`config.mk`:
```
export PLATFORM = sky130hd
export DESIGN_NAME = rr_grant_arbiter
export DESIGN_NICKNAME = d
export VERILOG_FILES = /design/src/rtl/rr_grant_arbiter_pkg.sv /design/src/rtl/rr_grant_arbiter_onehot_to_idx.sv /design/src/rtl/rr_grant_arbiter.sv
export SDC_FILE = /design/constraint.sdc
export NUM_CORES = 1
export LEC_CHECK = 0
export CAP_MARGIN = 40
export CORE_AREA = 2 2 39 41
export CTS_CLUSTER_DIAMETER = 50
export CTS_CLUSTER_SIZE = 24
export DETAILED_ROUTE_END_ITERATION = 12
export DIE_AREA = 0 0 41 43
export GPL_ROUTABILITY_DRIVEN = 0
export GPL_TIMING_DRIVEN = 0
export PLACE_DENSITY = 0.76
export SLEW_MARGIN = 20
export SYNTH_ARGS = -nofsm -noshare
export SYNTH_HDL_FRONTEND = slang
export SYNTH_SLANG_ARGS = --single-unit
```
`constraint.sdc`:
```
create_clock -name clk_i -period 3.31 [get_ports clk_i]
set_clock_uncertainty 0.2 [all_clocks]
set_input_delay 0.331 -clock clk_i [delete_from_list [all_inputs] [get_ports clk_i]]
set_output_delay 0.331 -clock clk_i [all_outputs]
set_load 0.1 [all_outputs]
```
`src/rtl/rr_grant_arbiter_pkg.sv`:
```
// Shared types, default sizes and bit helpers for the round-robin grant arbiter.
package rr_grant_arbiter_pkg;

  typedef enum logic [0:0] {IDLE, GRANT} state_t;

  localparam int REQ_W_DEF    = 4;
  localparam int MAX_HOLD_DEF = 16;

  // Isolate the lowest set bit: x & (~x + 1). Zero in, zero out.
  function automatic logic [31:0] lowest_one(input logic [31:0] x);
    return x & (~x + 32'd1);
  endfunction

endpackage

```
`src/rtl/rr_grant_arbiter_onehot_to_idx.sv`:
```
// One-hot to binary encoder; an all-zero input encodes to index 0.
module onehot_to_idx #(
  parameter int REQ_W = 4,
  parameter int IDX_W = $clog2(REQ_W)
) (
  input  logic [REQ_W-1:0] onehot_i,
  output logic [IDX_W-1:0] idx_o
);

  // OR together the indices of all set bits; exact for a one-hot input.
  always_comb begin
    idx_o = '0;
    for (int n = 0; n < REQ_W; n++) begin
      if (onehot_i[n]) idx_o = idx_o | IDX_W'(n);
    end
  end

endmodule

```
`src/rtl/rr_grant_arbiter.sv`:
```
// Round-robin arbiter: one registered, held grant over REQ_W requesters.
// The owner keeps the grant until done_i or until it drops its request; the
// priority pointer then rotates so the releasing owner has lowest priority.
// Optional hold limit: define RR_GRANT_ARBITER_HOLD_LIMIT_EN to force a
// release after MAX_HOLD grant cycles and expose hold_expired_o.
module rr_grant_arbiter
  import rr_grant_arbiter_pkg::*;
#(
  parameter int REQ_W    = REQ_W_DEF,
  parameter int IDX_W    = $clog2(REQ_W),
  parameter int MAX_HOLD = MAX_HOLD_DEF
) (
  input  logic             clk_i,
  input  logic             srst_i,
  input  logic [REQ_W-1:0] req_i,
  input  logic             done_i,
  output logic [REQ_W-1:0] grant_o,
  output logic [IDX_W-1:0] grant_idx_o,
  output logic             grant_val_o,
`ifdef RR_GRANT_ARBITER_HOLD_LIMIT_EN
  output logic             hold_expired_o,
`endif
  output logic             busy_o
);

  // Reject degenerate configurations at elaboration time.
  if (REQ_W < 2 || MAX_HOLD < 1) begin : g_param_check
    $error("rr_grant_arbiter: REQ_W must be >= 2 and MAX_HOLD >= 1");
  end

  state_t           state_q;
  logic [REQ_W-1:0] grant_q;
  logic [IDX_W-1:0] idx_q;
  logic [IDX_W-1:0] ptr_q;
  logic             val_q;
  logic             busy_q;

  logic [REQ_W-1:0] mask;
  logic [REQ_W-1:0] masked_req;
  logic [REQ_W-1:0] sel;
  logic [IDX_W-1:0] sel_idx;
  logic             owner_release;
  logic             release_now;

  // Rotated-priority pick: lowest request strictly above ptr, else lowest overall.
  always_comb begin
    mask = '0;
    for (int n = 0; n < REQ_W; n++) begin
      mask[n] = (IDX_W'(n) > ptr_q);
    end
    masked_req = req_i & mask;
    if (masked_req != '0) sel = REQ_W'(lowest_one(32'(masked_req)));
    else                  sel = REQ_W'(lowest_one(32'(req_i)));
  end

  onehot_to_idx #(
    .REQ_W (REQ_W),
    .IDX_W (IDX_W)
  ) u_enc (
    .onehot_i (sel),
    .idx_o    (sel_idx)
  );

  // The owner gives up the resource on done or by withdrawing its request.
  assign owner_release = done_i | ~req_i[idx_q];

`ifdef RR_GRANT_ARBITER_HOLD_LIMIT_EN
  localparam int CNT_W = (MAX_HOLD > 1) ? $clog2(MAX_HOLD) : 1;

  logic [CNT_W-1:0] cnt_q;
  logic [CNT_W-1:0] cnt_d;
  logic             expire;
  logic             new_grant;

  assign expire = (state_q == GRANT) && (cnt_q == CNT_W'(MAX_HOLD - 1)) && !owner_release;
  assign release_now    = owner_release | expire;
  assign hold_expired_o = expire;
  assign new_grant = (|req_i) && ((state_q == IDLE) || release_now);

  // Hold counter: cleared on every new grant, counts grant cycles otherwise.
  always_comb begin
    cnt_d = cnt_q;
    if (new_grant)               cnt_d = '0;
    else if (state_q == GRANT)   cnt_d = cnt_q + CNT_W'(1);
  end

  // Hold counter register.
  always_ff @(posedge clk_i) begin
    if (srst_i) cnt_q <= '0;
    else        cnt_q <= cnt_d;
  end
`else
  assign release_now = owner_release;
`endif

  // Grant FSM with registered grant, index, valid, busy and priority pointer.
  always_ff @(posedge clk_i) begin
    if (srst_i) begin
      state_q <= IDLE;
      grant_q <= '0;
      idx_q   <= '0;
      val_q   <= 1'b0;
      busy_q  <= 1'b0;
      ptr_q   <= IDX_W'(REQ_W - 1);
    end else begin
      case (state_q)
        IDLE: begin
          if (|req_i) begin
            state_q <= GRANT;
            grant_q <= sel;
            idx_q   <= sel_idx;
            val_q   <= 1'b1;
            busy_q  <= 1'b1;
            ptr_q   <= sel_idx;
          end
        end
        GRANT: begin
          if (release_now) begin
            if (|req_i) begin
              grant_q <= sel;
              idx_q   <= sel_idx;
              ptr_q   <= sel_idx;
            end else begin
              state_q <= IDLE;
              grant_q <= '0;
              idx_q   <= '0;
              val_q   <= 1'b0;
              busy_q  <= 1'b0;
            end
          end
        end
        default: state_q <= IDLE;
      endcase
    end
  end

  assign grant_o     = grant_q;
  assign grant_idx_o = idx_q;
  assign grant_val_o = val_q;
  assign busy_o      = busy_q;

endmodule

```
# Word-level counts from Yosys, hierarchy flattened
# Cells that the tools add are included.
[classes]
add_sub_neg = 2
order_cmp = 5
eq_ne = 3
mux = 24
n_bitwise = 8
n_reduce_logical = 4
[op_table]
columns = ["cell", "n"]
rows = [
  ["$mux 4", 4],
  ["$mux 2", 7],
  ["$and 4x4->4", 3],
  ["$add 4x1->4 const B", 2],
  ["$not 4->4", 2],
  ["$pmux 2 s2", 2],
  ["$pmux 4 s2", 1],
  ["$mux 1", 7],
  ["$gt 1x2->1 const A", 2],
  ["$gt 2x2->1 const A", 2],
  ["$ne 2x2->1 const B", 2],
  ["$pmux 1 s2", 2],
  ["$reduce_bool 4->1", 1],
  ["$reduce_or 4->1", 1],
  ["$lt 2x3->1 const B", 1],
  ["$reduce_and 3->1", 1],
  ["$bmux 1 s2", 1],
  ["$ne 2x1->1 const B", 1],
  ["$not 1->1", 2],
  ["$reduce_and 2->1", 1],
  ["$or 1x1->1", 1],
]
[word_totals]
regBits = 10

# Logic depth before layout (Yosys ltp)
[depth]
ltp_word = 12
mapped_depth = 5
ltp_nobuf = 4

# Cells and area by module
# From an unflattened synthesis, not the netlist that was laid out.
[hier_totals]
cells_unflattened = 65
hier_area_um2 = 588.1
[by_module_without_submodules]
columns = ["mod", "instances", "cells_per_inst", "area_each_um2", "seq_area_each_um2"]
rows = [
  ["rr_grant_arbiter", 1, 63, 575.6, 200.2],
  ["onehot_to_idx", 1, 2, 12.5, 0.0],
]

# Worst setup path before layout
# Ideal clock, no wire load.
[synth_timing]
path_kind = "register to register"
startpoint = "reg idx_q[0] (netlist: grant_idx_o[0])"
endpoint = "reg grant_q[3] (netlist: grant_o[3])"
setup_time_ps = 67
t_arrival_ps = 2062
required_ps = 3043
setup_slack_ps = 981
stages_incl_launch_ff = 5
path_buffers = 0
path_cell_list = "dfxtp_1 mux4_2 o2bb2ai_4 o21bai_4 a21oi_2"
[synth_between]
elab_chain_cells = 6
[synth_lines]
columns = ["element", "line", "rtl"]
rows = [
  ["from (decl)", "rr_grant_arbiter.sv:33", "logic [IDX_W-1:0] idx_q;"],
  ["from (signal assigned)", "rr_grant_arbiter.sv:111", "idx_q <= sel_idx;"],
  ["from (signal assigned)", "rr_grant_arbiter.sv:121", "idx_q <= sel_idx;"],
  ["$bmux 1 s2", "rr_grant_arbiter.sv:65", "assign owner_release = done_i | ~req_i[idx_q];"],
  ["$mux 1 (not written as such)", "rr_grant_arbiter.sv:65", ""],
  ["$not 1->1", "rr_grant_arbiter.sv:65", ""],
  ["$or 1x1->1", "rr_grant_arbiter.sv:65", ""],
  ["$ne 2x1->1 (no source line)", "-", ""],
  ["$reduce_and 2->1 (no source line)", "-", ""],
  ["to (signal assigned)", "rr_grant_arbiter.sv:110", "grant_q <= sel;"],
  ["to (signal assigned)", "rr_grant_arbiter.sv:120", "grant_q <= sel;"],
  ["to (decl)", "rr_grant_arbiter.sv:32", "logic [REQ_W-1:0] grant_q;"],
]
# No other way between the ends. The select of a mux whose other input is x is not followed.
# A chain may end at the register's enable or synchronous reset.

# Worst setup path in the final report
[layout_timing]
startpoint = "in req_i[2]"
endpoint = "reg grant_q[3] (netlist: grant_o[3])"
[layout_between]
elab_chain_cells = 8
elab_cells_between_ends = 21
classes_between = "2 x add/sub; 2 x eq/ne; 7 x mux; 7 x bitwise; 3 x reduce/logical"
[layout_lines]
columns = ["element", "line", "rtl"]
rows = [
  ["from (decl)", "rr_grant_arbiter.sv:15", "input logic [REQ_W-1:0] req_i,"],
  ["$and 4x4->4", "rr_grant_arbiter.sv:51", "masked_req = req_i & mask;"],
  ["$not 4->4", "rr_grant_arbiter_pkg.sv:11", "return x & (~x + 32'd1);"],
  ["$add 4x1->4", "rr_grant_arbiter_pkg.sv:11", ""],
  ["$and 4x4->4", "rr_grant_arbiter_pkg.sv:11", ""],
  ["$mux 4", "rr_grant_arbiter.sv:52", "if (masked_req != '0) sel = REQ_W'(lowest_one(32'(masked_req)));"],
  ["$mux 4", "rr_grant_arbiter.sv:119", "if (|req_i) begin"],
  ["$mux 4", "rr_grant_arbiter.sv:118", "if (release_now) begin"],
  ["$pmux 4 s2", "rr_grant_arbiter.sv:106", "case (state_q)"],
]
# Parallel ways exist; a longest one is shown, timed or not. The select of a mux whose other input is x is not followed.

==> impl_metrics.csv <==
group,metric,value,unit
clock_tree,cts_resized,0,
pwr,total_power_divided_by_cell_area,481,mW/mm^2
global_routing,vias_in_the_first_global_route,536,
floorplanning,die_area,0.00176,sq mm
setup_path,timing_worst_setup_path_type,"in -> reg",
placement,dpl.hpwl,1000,um
yosys,synth_area_per_cell,9.27,sq um
pwr,power.ir.vdd_worst,0.000264,V
clock_tree,post_cts_hold_buffer_count,0,
timing,tightest_slew,540,ps
floorplanning,io_pins,15,
clock_tree,clk_transition_reported_paths,60,ps
timing,timing.final.hold_violations,0,
yosys,netlist.top_cell.by_area,"dfxtp_1",
clock_tree,clock_tree_from_tritoncts,"built",
yosys,synthesis.nets,70,
yosys,synth.distinct_cells,29,
yosys,synth-seq-area-share,0.343,
yosys,synth_largest_type_area_fraction,0.343,
placement,post_dp_cell_area,845,sq um
drt,route.detailed.wl_per_inst,12.8,um
setup_path,worst-endpoint-arrival,2000,ps
yosys,synth_enable_flop_cells,0,
setup_path,timing.critical_path.from_type,"input pin",
cells_and_area,fin_area,867,sq um
setup_path,cp_slowest_stage_delay,640,ps
pwr,power.leakage,0.000345,uW
clock_tree,insertion_delay,270,ps
cells_and_area,syn_to_final_growth,48.4,%
worst_hold_path,worst_hold_path.num_cells,3,
drt,remaining_drc_errors,0,
floorplanning,core_area,0.00138,sq mm
drt,drt-pass1-iter-count,4,
placement,place_inst,99,
floorplanning,die_h,43,um
drt,number_of_nets_with_antenna_violations_after_detailed_routing,0,
timing,finalCriticalPeriod,2050,ps
global_routing,grtUsageTotal,0.187,
cells_and_area,layout-drive-gt1-share,0.244,
yosys,ys_async_sr_fraction,0,
setup_path,cp_slowest_cell,"or4_4",
clock_tree,postCtsSetupBuffers,0,
pwr,design_power_total,417,uW
clock_tree,ctsLongestPathBuffers,2,
setup_path,worstPathRequired,3250,ps
floorplanning,chipWidth,41,um
timing,setup-violations-final,0,
setup_path,critical_path_peak_fanout,8,
floorplanning,std_cell_rows,14,
cells_and_area,finish.cell_count_without_fillers,102,
run,drv.max_cap_violation_count,0,
placement,buffers_added_on_ports,12,
yosys,yosys_most_used_dff,"dfxtp_1",
setup_path,worstRegToRegCells,4,
clock_tree,count_of_clock_tree_sinks,10,
drt,routed_via_density,5.50,
drt,postRouteWirelength,1310,um
run_status,run_status,"finished, final reports clean",
timing,unrepaired_setup_endpoints_after_global_routing,"no",
yosys,netlist_instances,63,
placement,pre_cts_slack,970,ps
setup_path,endpoint_kind_of_the_worst_setup_timing_path,"register",
drt,route.vias.total,561,
cells_and_area,insertedDiodeCount,0,
global_routing,antenna_found_initial,0,
clock_tree,cts_htree_levels,1,
global_routing,grt_start_max_net_pins,11,
timing,final.setup.worst_slack,1260,ps
timing,finalMaxSlewViolations,0,
floorplanning,floorplan.initialDensity,0.422,
clock_tree,tritoncts.num_buffers,3,
timing,post-route-period-util,0.621,
yosys,synthesis.yosys.warnings,0,
clock_tree,clk_root_buffer_cell,"clkbuf_4",
yosys,synth.cell_area,584,sq um
drt,detail_route.iter0.violations,10,
global_routing,grt_overflow_total,0,
timing,final.setup.tns,0,ps
yosys,synth.top_cells.by_area,"dfxtp_1 (34%), nor2_1 (5.1%), o2bb2ai_4 (4.7%)",
worst_hold_path,min_path_type,"in -> reg",
setup_path,crit_path_cell_trace,"clkdlybuf4s50_1 > or4_4 > o2bb2ai_4 > o21bai_4 > a21oi_2",
global_routing,wire_length_of_the_first_global_routing_pass,2200,um
cells_and_area,final_net_count,95,
timing,timing.slew.headroom,0.637,
yosys,synth_seq_cells,10,
timing,max_freq,0.487,GHz
[metal layers]
layer / up-vias / global-route usage / wire length [um]
li1: 285 / - / -
met1: 257 / 0.252 / 595
met2: 16 / 0.263 / 634
met3: 3 / 0.0314 / 51
met4: 0 / 0.120 / 27
met5: - / 0 / 0
[where the power goes]
part / switching, uW / internal [uW] / leakage, uW / total, uW
Sequential: 14.5 / 134 / 0.0000828 / 148
Combinational: 111 / 75.0 / 0.000248 / 186
Clock: 40.7 / 42.0 / 0.0000138 / 82.7
Total: 167 / 251 / 0.000345 / 417
[flip-flops by register name, indices dropped and copies added (netlist names)]
register,cells
grant_idx_o,2
state_q,1
ptr_q,2
busy_o,1
grant_o,4
[cells in the final DEF (no fill, tap or decap)]
master	Yosys	final
nand2_1	3	3
o211a_1	2	2
clkdlybuf4s50_1	0	12
a32o_1	1	1
buf_4	1	1
nor2_1	8	8
nor3_1	2	2
o21ai_1	2	2
nor2b_1	3	3
o221ai_1	1	1
buf_8	0	8
or4_4	1	1
a21oi_1	5	5
nand3b_1	3	3
a32oi_1	2	2
o2bb2ai_4	1	1
o2bb2ai_1	1	1
mux4_2	1	1
dfxtp_1	10	10
clkbuf_1	1	1
o221a_2	1	1
inv_1	3	3
o31ai_1	1	1
nor4_1	1	1
clkbuf_4	0	3
a211oi_1	2	2
a21oi_2	1	1
and2_1	1	1
buf_6	2	2
o21ai_0	1	1
o21bai_4	1	1
nand2_2	1	1
[kinds of logic after synthesis]
| kind of cell | after synthesis | synth area share |
|---|---|---|
| simple gates | 23 | 0.210 |
| compound gates | 22 | 0.332 |
| flops | 10 | 0.343 |
| buf+inv | 7 | 0.0771 |
| mux | 1 | 0.0385 |
[synth_stat cells, types with 2 or more instances]
cell / number
nor2_1: 8
buf_6: 2
dfxtp_1: 10
o21ai_1: 2
o211a_1: 2
a211oi_1: 2
nor2b_1: 3
a32oi_1: 2
nor3_1: 2
a21oi_1: 5
inv_1: 3
nand3b_1: 3
nand2_1: 3
[final cells by class]
cell class / count / area (sq um)
plain buffers: 4 / 33.8
inverters: 3 / 11.3
clock buffers: 3 / 22.5
well taps: 16 / 20.0
fillers: 116 / 517
flip-flops and latches: 10 / 200
repair buffers: 20 / 240
multi-input cells: 46 / 339
[worst max-delay path, delay by kind of cell]
kind                   cells  cell delay (ps)
AO/OA/AOI/OAI              3              490
AND/OR/NAND/NOR            1              640
buffers and inverters      1              540
[path summary, 6_finish.rpt]
kind / slack [ps] / end / startpoint
max reg2reg: 1630 / grant_o[3] / grant_idx_o[0]
max: 1260 / grant_o[3] / req_i[2]
min: 250 / state_q / req_i[1]
min reg2reg: 270 / grant_o[3] / grant_o[3]
[stage by stage]
step	utilization	hold WS, ps
2_1_floorplan	-	222
3_3_place_gp	0.524	249
3_5_place_dp	0.610	259
4_1_cts	0.627	248
5_1_grt	0.627	273
6_report	0.627	250
Power figures use the tool's default switching activity.
